[config.mk]
export PLATFORM = sky130hd
export DESIGN_NAME = pipelined_addsub
export DESIGN_NICKNAME = d
export VERILOG_FILES = /design/src/rtl/pipelined_addsub.sv
export SDC_FILE = /design/constraint.sdc
export NUM_CORES = 1
export LEC_CHECK = 0
export BUFFER_PORTS_ARGS = -buffer_cell sky130_fd_sc_hd__buf_2
export CAP_MARGIN = 20
export CORE_ASPECT_RATIO = 0.9
export CORE_UTILIZATION = 49
export DETAILED_ROUTE_END_ITERATION = 6
export PLACE_DENSITY = 0.79
export SLEW_MARGIN = 20
export SYNTH_ARGS = -nofsm -noshare
export SYNTH_HDL_FRONTEND = slang
export SYNTH_SLANG_ARGS = --single-unit
[constraint.sdc]
create_clock -name clk -period 2.5 [get_ports clk]
set_input_delay 0.125 -clock clk [delete_from_list [all_inputs] [get_ports clk]]
set_output_delay 0.125 -clock clk [all_outputs]
set_load 0.01 [all_outputs]
[src/rtl/pipelined_addsub.sv]
// ---------------------------------------------------------------------------
// pipelined_addsub
//
// Pipelined N-bit add/subtract unit with valid/ready handshakes on both sides.
// The carry chain is split into STAGES ripple segments of W = N/STAGES bits.
// Each segment lives in its own register stage, so the longest combinational
// path is one W-bit ripple plus handshake logic, never the full N-bit chain.
//
// Arithmetic (B' = Sub ? ~B : B, Cin' = Sub ? ~Cin : Cin):
//   {Cout, Sum} = A + B' + Cin'
//   Sub=0 -> A + B + Cin, Sub=1 -> A - B - Cin (mod 2^N), Cout=1 means no borrow
//   Ovf  = (A[N-1] == B'[N-1]) && (Sum[N-1] != A[N-1])
//   Zero = (Sum == 0)
//
// Data movement per beat: stage k consumes the lowest W bits of the operand
// slices it receives, forwards the still-unconsumed upper slices, appends its
// W result bits above the result bits already completed, and registers its
// carry-out for stage k+1. The last stage registers the full result and flags.
//
// Flow control: a single advance enable en = !out_valid | out_ready moves the
// whole pipeline in lockstep. in_ready = en. Bubbles are carried, not squeezed.
// Latency is STAGES cycles: a beat presented in cycle c (and accepted at the
// edge ending it) is visible on out_valid/Sum in cycle c+STAGES when unstalled.
//
// Parameters:
//   N       operand / result width, N >= 2
//   STAGES  pipeline depth (= latency), 1 <= STAGES <= N, N % STAGES == 0
//
// Ports:
//   clk        rising-edge clock
//   rst_n      synchronous active-low reset (dominates all handshake inputs)
//   in_valid   operand beat valid
//   in_ready   unit accepts a beat this cycle (combinational from en)
//   A, B       operands
//   Cin        carry-in (add) / borrow-in (subtract)
//   Sub        0 = add, 1 = subtract
//   out_valid  result beat valid
//   out_ready  consumer accepts the result this cycle
//   Sum        result
//   Cout       carry-out of bit N-1 (subtract: 1 = no borrow)
//   Ovf        two's-complement signed overflow
//   Zero       Sum == 0
// ---------------------------------------------------------------------------
module pipelined_addsub #(
  parameter int N      = 16,
  parameter int STAGES = 4
) (
  input  logic         clk,
  input  logic         rst_n,
  input  logic         in_valid,
  output logic         in_ready,
  input  logic [N-1:0] A,
  input  logic [N-1:0] B,
  input  logic         Cin,
  input  logic         Sub,
  output logic         out_valid,
  input  logic         out_ready,
  output logic [N-1:0] Sum,
  output logic         Cout,
  output logic         Ovf,
  output logic         Zero
);

  // -------------------------------------------------------------------------
  // Parameter legality: refuse to elaborate a configuration that cannot be
  // split into equal segments.
  // -------------------------------------------------------------------------
  if (N < 2 || STAGES < 1 || STAGES > N || (N % STAGES) != 0) begin : g_bad_params
    $error("pipelined_addsub: illegal parameters N=%0d STAGES=%0d", N, STAGES);
  end

  localparam int W    = N / STAGES;  // segment width
  localparam int LAST = STAGES - 1;  // index of the output stage

  // -------------------------------------------------------------------------
  // Global advance enable. Every stage register, payload and valid alike,
  // loads only when en is high, so a stall freezes the whole pipeline.
  // -------------------------------------------------------------------------
  logic en;

  assign en       = !out_valid || out_ready;
  assign in_ready = en;

  // -------------------------------------------------------------------------
  // Segment stages
  // -------------------------------------------------------------------------
  for (genvar k = 0; k < STAGES; k++) begin : g_stage
    localparam int OW = N - k * W;    // operand bits still to be added here
    localparam int SW = (k + 1) * W;  // result bits complete after this stage

    // Stage inputs (from the ports for stage 0, else from stage k-1)
    logic          v_d;
    logic          c_d;
    logic [OW-1:0] a_d;
    logic [OW-1:0] b_d;

    // Stage arithmetic
    logic [W:0]    seg;   // {carry-out, W result bits} of this segment
    logic [SW-1:0] s_nx;  // completed result bits including this segment

    // Stage registers
    logic          v_q;
    logic          c_q;
    logic [SW-1:0] s_q;

    if (k == 0) begin : g_head
      // Subtraction is folded in once at the entry; later stages only add.
      assign v_d  = in_valid;
      assign a_d  = A;
      assign b_d  = Sub ? ~B : B;
      assign c_d  = Sub ? ~Cin : Cin;
      assign s_nx = seg[W-1:0];
    end else begin : g_body
      assign v_d  = g_stage[k-1].v_q;
      assign a_d  = g_stage[k-1].g_ops.a_q;
      assign b_d  = g_stage[k-1].g_ops.b_q;
      assign c_d  = g_stage[k-1].c_q;
      assign s_nx = {seg[W-1:0], g_stage[k-1].s_q};
    end

    // The only carry path of the stage: a W-bit ripple seeded by the
    // registered carry of the previous segment.
    assign seg = {1'b0, a_d[W-1:0]} + {1'b0, b_d[W-1:0]} + {{W{1'b0}}, c_d};

    // NOTE: sequential state uses non-blocking assignments so every stage
    // samples its neighbour's pre-edge value; blocking here would let a beat
    // fall through several stages in a single clock.
    always_ff @(posedge clk) begin
      if (!rst_n) begin
        v_q <= 1'b0;
        c_q <= 1'b0;
        s_q <= '0;
      end else if (en) begin
        v_q <= v_d;
        c_q <= seg[W];
        s_q <= s_nx;
      end
    end

    // Unconsumed operand slices travel with the beat. The last stage has
    // nothing left to forward, so it carries no operand registers.
    if (k < LAST) begin : g_ops
      logic [OW-W-1:0] a_q;
      logic [OW-W-1:0] b_q;

      // NOTE: payload registers are cleared by reset too, not only the valid
      // bits, so no output or internal value is ever X after reset.
      always_ff @(posedge clk) begin
        if (!rst_n) begin
          a_q <= '0;
          b_q <= '0;
        end else if (en) begin
          a_q <= a_d[OW-1:W];
          b_q <= b_d[OW-1:W];
        end
      end
    end
  end

  // -------------------------------------------------------------------------
  // Result flags, registered alongside the last segment.
  // In the last stage the top operand slice sits at the low end of a_d/b_d,
  // so bit W-1 of each is the operand sign bit (A[N-1] and B'[N-1]).
  // -------------------------------------------------------------------------
  logic a_sign;
  logic b_sign;
  logic s_sign;
  logic ovf_q;
  logic zero_q;

  assign a_sign = g_stage[LAST].a_d[W-1];
  assign b_sign = g_stage[LAST].b_d[W-1];
  assign s_sign = g_stage[LAST].s_nx[N-1];

  always_ff @(posedge clk) begin
    if (!rst_n) begin
      ovf_q  <= 1'b0;
      zero_q <= 1'b0;
    end else if (en) begin
      ovf_q  <= (a_sign == b_sign) && (s_sign != a_sign);
      zero_q <= (g_stage[LAST].s_nx == '0);
    end
  end

  // -------------------------------------------------------------------------
  // Outputs: straight from the last stage registers
  // -------------------------------------------------------------------------
  assign out_valid = g_stage[LAST].v_q;
  assign Sum       = g_stage[LAST].s_q;
  assign Cout      = g_stage[LAST].c_q;
  assign Ovf       = ovf_q;
  assign Zero      = zero_q;

  // -------------------------------------------------------------------------
  // Protocol checks: a result offered but not taken must stay put.
  // -------------------------------------------------------------------------
  a_hold_while_stalled : assert property (
    @(posedge clk) disable iff (!rst_n)
      (out_valid && !out_ready) |=>
        (out_valid && $stable(Sum) && $stable(Cout) && $stable(Ovf) && $stable(Zero))
  );

  a_ready_matches_enable : assert property (
    @(posedge clk) disable iff (!rst_n)
      in_ready == (!out_valid || out_ready)
  );

endmodule

==> impl_metrics.tcl <==
set metrics [dict create \
    wl_met3_um 406 \
    numCtsBuffers 9 \
    ant_nets 0 \
    first_pass_iters 4 \
    synth_top_area_share_pct 45.1 \
    routed-via-count 3211 \
    routed_wl_mm 8.19 \
    crit_path_frequent_cell "fa_1" \
    synthTopCellsByArea "dfxtp_1, nand2_1, a21boi_0, a21boi_1, fa_1" \
    synth.most_common_cell "nand2_1" \
    cp_cell_sequence "fa_1 > fa_1 > xnor2_1 > nand4_1 > nor2_1 > a21o_1" \
    synth_ff_type "dfxtp_1" \
    synth_cell_types 29 \
    synth_enable_flop_cells 0 \
    ys_seq_area_share_pct 45.1 \
    max-slew-margin-rel_pct 50.6 \
    grt_pass1_wl_mm 14.3 \
    drv_slew 0 \
    grt_usage_pct 19.6 \
    clock_path_buffers 2 \
    clock_latency_ps 360 \
    rows 32 \
    max_freq_ghz 0.538 \
    overflow 0 \
    syn_inst 480 \
    num_io_pins 59 \
    port-buffer-count 58 \
    nNetsFinal 581 \
    rsz0062_at_grt "no" \
    clk_pin_slew_worst_paths_ps 90 \
    netlist_top_cells_count "nand2_1, dfxtp_1, a21boi_0, a21boi_1" \
    period_share_pct 74.4 \
    cts_tree "yes" \
    root_buffer "clkbuf_8" \
    wl_per_cell_um 12.7 \
    hold_viol 0 \
    drt_iter0_markers 157 \
    wl_met2_mm 3.85 \
    die_x_um 101 \
    slowest_stage "fa_1" \
    via_per_inst 4.97 \
    worst_pin_slew_ps 741 \
    routabilityCongestion 0.794 \
    antenna_found_initial 0 \
    netlist_area_um2 4350 \
    worstPathMaxFanout 2 \
    dieArea_um2 9250 \
    synth.largest_area_cell "dfxtp_1" \
    status "complete, no violations" \
    ctsResizeCount 0 \
    critPathKind "register to register" \
    cts.htree.levels 3 \
    synth_nets 538 \
    dp_hpwl_mm 5.64 \
    cp.arrival_ps 2170 \
    slowest_delay_ps 470 \
    hold_path_depth 3 \
    synth-seq-cells 98 \
    top_layer_used "met4" \
    syn_to_final_growth_pct 11.4 \
    die-height_um 91.4 \
    met1_length_mm 3.85 \
    fillCellCount 810 \
    maxCapViolations 0 \
    start_util_pct 50.5 \
    critPathCaptureType "register" \
    post-place-ws_ps 640 \
    diodes 0 \
    clock_sinks 98 \
    fin_ws_ps 640 \
    setup_viol 0 \
    core_um2 8610 \
    crit_buf_inv 0 \
    drive_gt1_share_pct 14.6 \
    grt_pass1_vias 3124 \
    worstHoldPathType "input port to register" \
    fin_tns_setup_ps 0 \
    synthArstFlopShare_pct 0 \
    pwr_density_cell_nw_per_um2 640 \
    worst-path-stages 6 \
    yosysWarnings 0 \
    timing.critical_path.max_delay_family "adder cells" \
    max-vdd-ir-drop_uv 419 \
    postSynthAreaPerCell_um2 9.06 \
    cp-start-kind "register" \
    grt_max_degree 77 \
    required_ps 2810 \
    skew_ps 10.5 \
    worst_r2r_path_depth 6 \
    drc 0 \
    leakagePower_nw 2.17 \
    min_period_ps 1860 \
]
## final cells by class
class	instances	area [um^2]	area share [%]
flip-flops and latches	98	1960	40.5
clock buffers	13	149	3.08
repair buffers	68	403	8.32
clock inverters	2	37.5	0.775
multi-input cells	342	2120	43.9
well taps	119	149	3.08
inverters	4	17.5	0.362
## repair_timing
item / 4_1_cts / 5_1_grt
hold endpoints to repair: 5 / 0
hold buffers: 5 / 0
setup buffers: 0 / 0
## power breakdown
| part | internal, mW | total, mW | switching (mW) | leakage, nW |
|---|---|---|---|---|
| registers | 1.67 | 1.73 | 0.0644 | 0.806 |
| logic | 0.190 | 0.377 | 0.187 | 1.27 |
| clock network | 0.486 | 0.991 | 0.504 | 0.0897 |
| total | 2.34 | 3.10 | 0.756 | 2.17 |
## layout by cell type (no fill, tap or decap), types with 6 or more instances in the layout
cell type / instances
nand2_1: 162
o211a_1: 16
a21oi_1: 11
a21o_1: 8
xor2_1: 7
buf_2: 58
clkbuf_8: 10
a21boi_1: 30
dfxtp_1: 98
fa_1: 8
ha_1: 12
xnor2_1: 16
a21boi_0: 41
o21ai_0: 6
## flip-flops by register name (all words and copies together), names as in the netlist
signal / cells
Ovf: 1
g_stage.g_ops.b_q: 24
g_stage.c_q: 3
Cout: 1
Zero: 1
Sum: 16
out_valid: 1
g_stage.v_q: 3
g_stage.g_ops.a_q: 24
g_stage.s_q: 24
## worst min-delay path: cells and delay by family
family                 cells  cell delay [ps]
AO/OA/AOI/OAI              1               60
buffers and inverters      1              100
AND/OR/NAND/NOR            1               40
## through the flow
step | instances | util [%] | hold slack, ps | cell area (um^2) | total power, mW
detailed placement | 626 | 53.5 | 377 | 4600 | 2.14
floorplan | 480 | - | 264 | 4350 | 2.02
global route | 646 | 56.2 | 8.97 | 4840 | 3.26
finish | 646 | 56.2 | 13.8 | 4840 | 3.10
global placement | 626 | 53.5 | 374 | 4600 | 2.12
CTS | 646 | 56.2 | 2.23 | 4840 | 3.13
## worst paths after layout
path                                   startpoint                       to  slack, ps
worst min-delay path                         A[7]  g_stage[0].g_ops.a_q[3]         10
worst max register to register     g_stage[2].c_q                     Zero        640
worst min register to register  g_stage[0].s_q[0]        g_stage[0].s_q[0]        460
worst max-delay path               g_stage[2].c_q                     Zero        640
## per-layer routing
layer / vias up / global-route usage, %
met2: 58 / 31.9
li1: 1670 / -
met4: 0 / 5.43
met3: 11 / 5.08
met1: 1472 / 25.7
met5: - / 0
## cells by family after synthesis
family,count (synthesis),share of synthesized area [%]
AO/OA/AOI/OAI,117,20.2
AND/OR/NAND/NOR,182,16.9
XOR/XNOR,23,4.63
adder cells (fa/ha/maj),20,7.14
flip-flops,98,45.1
buffers and inverters,40,6.02
Note: power is estimated with default switching activity, not from simulation.
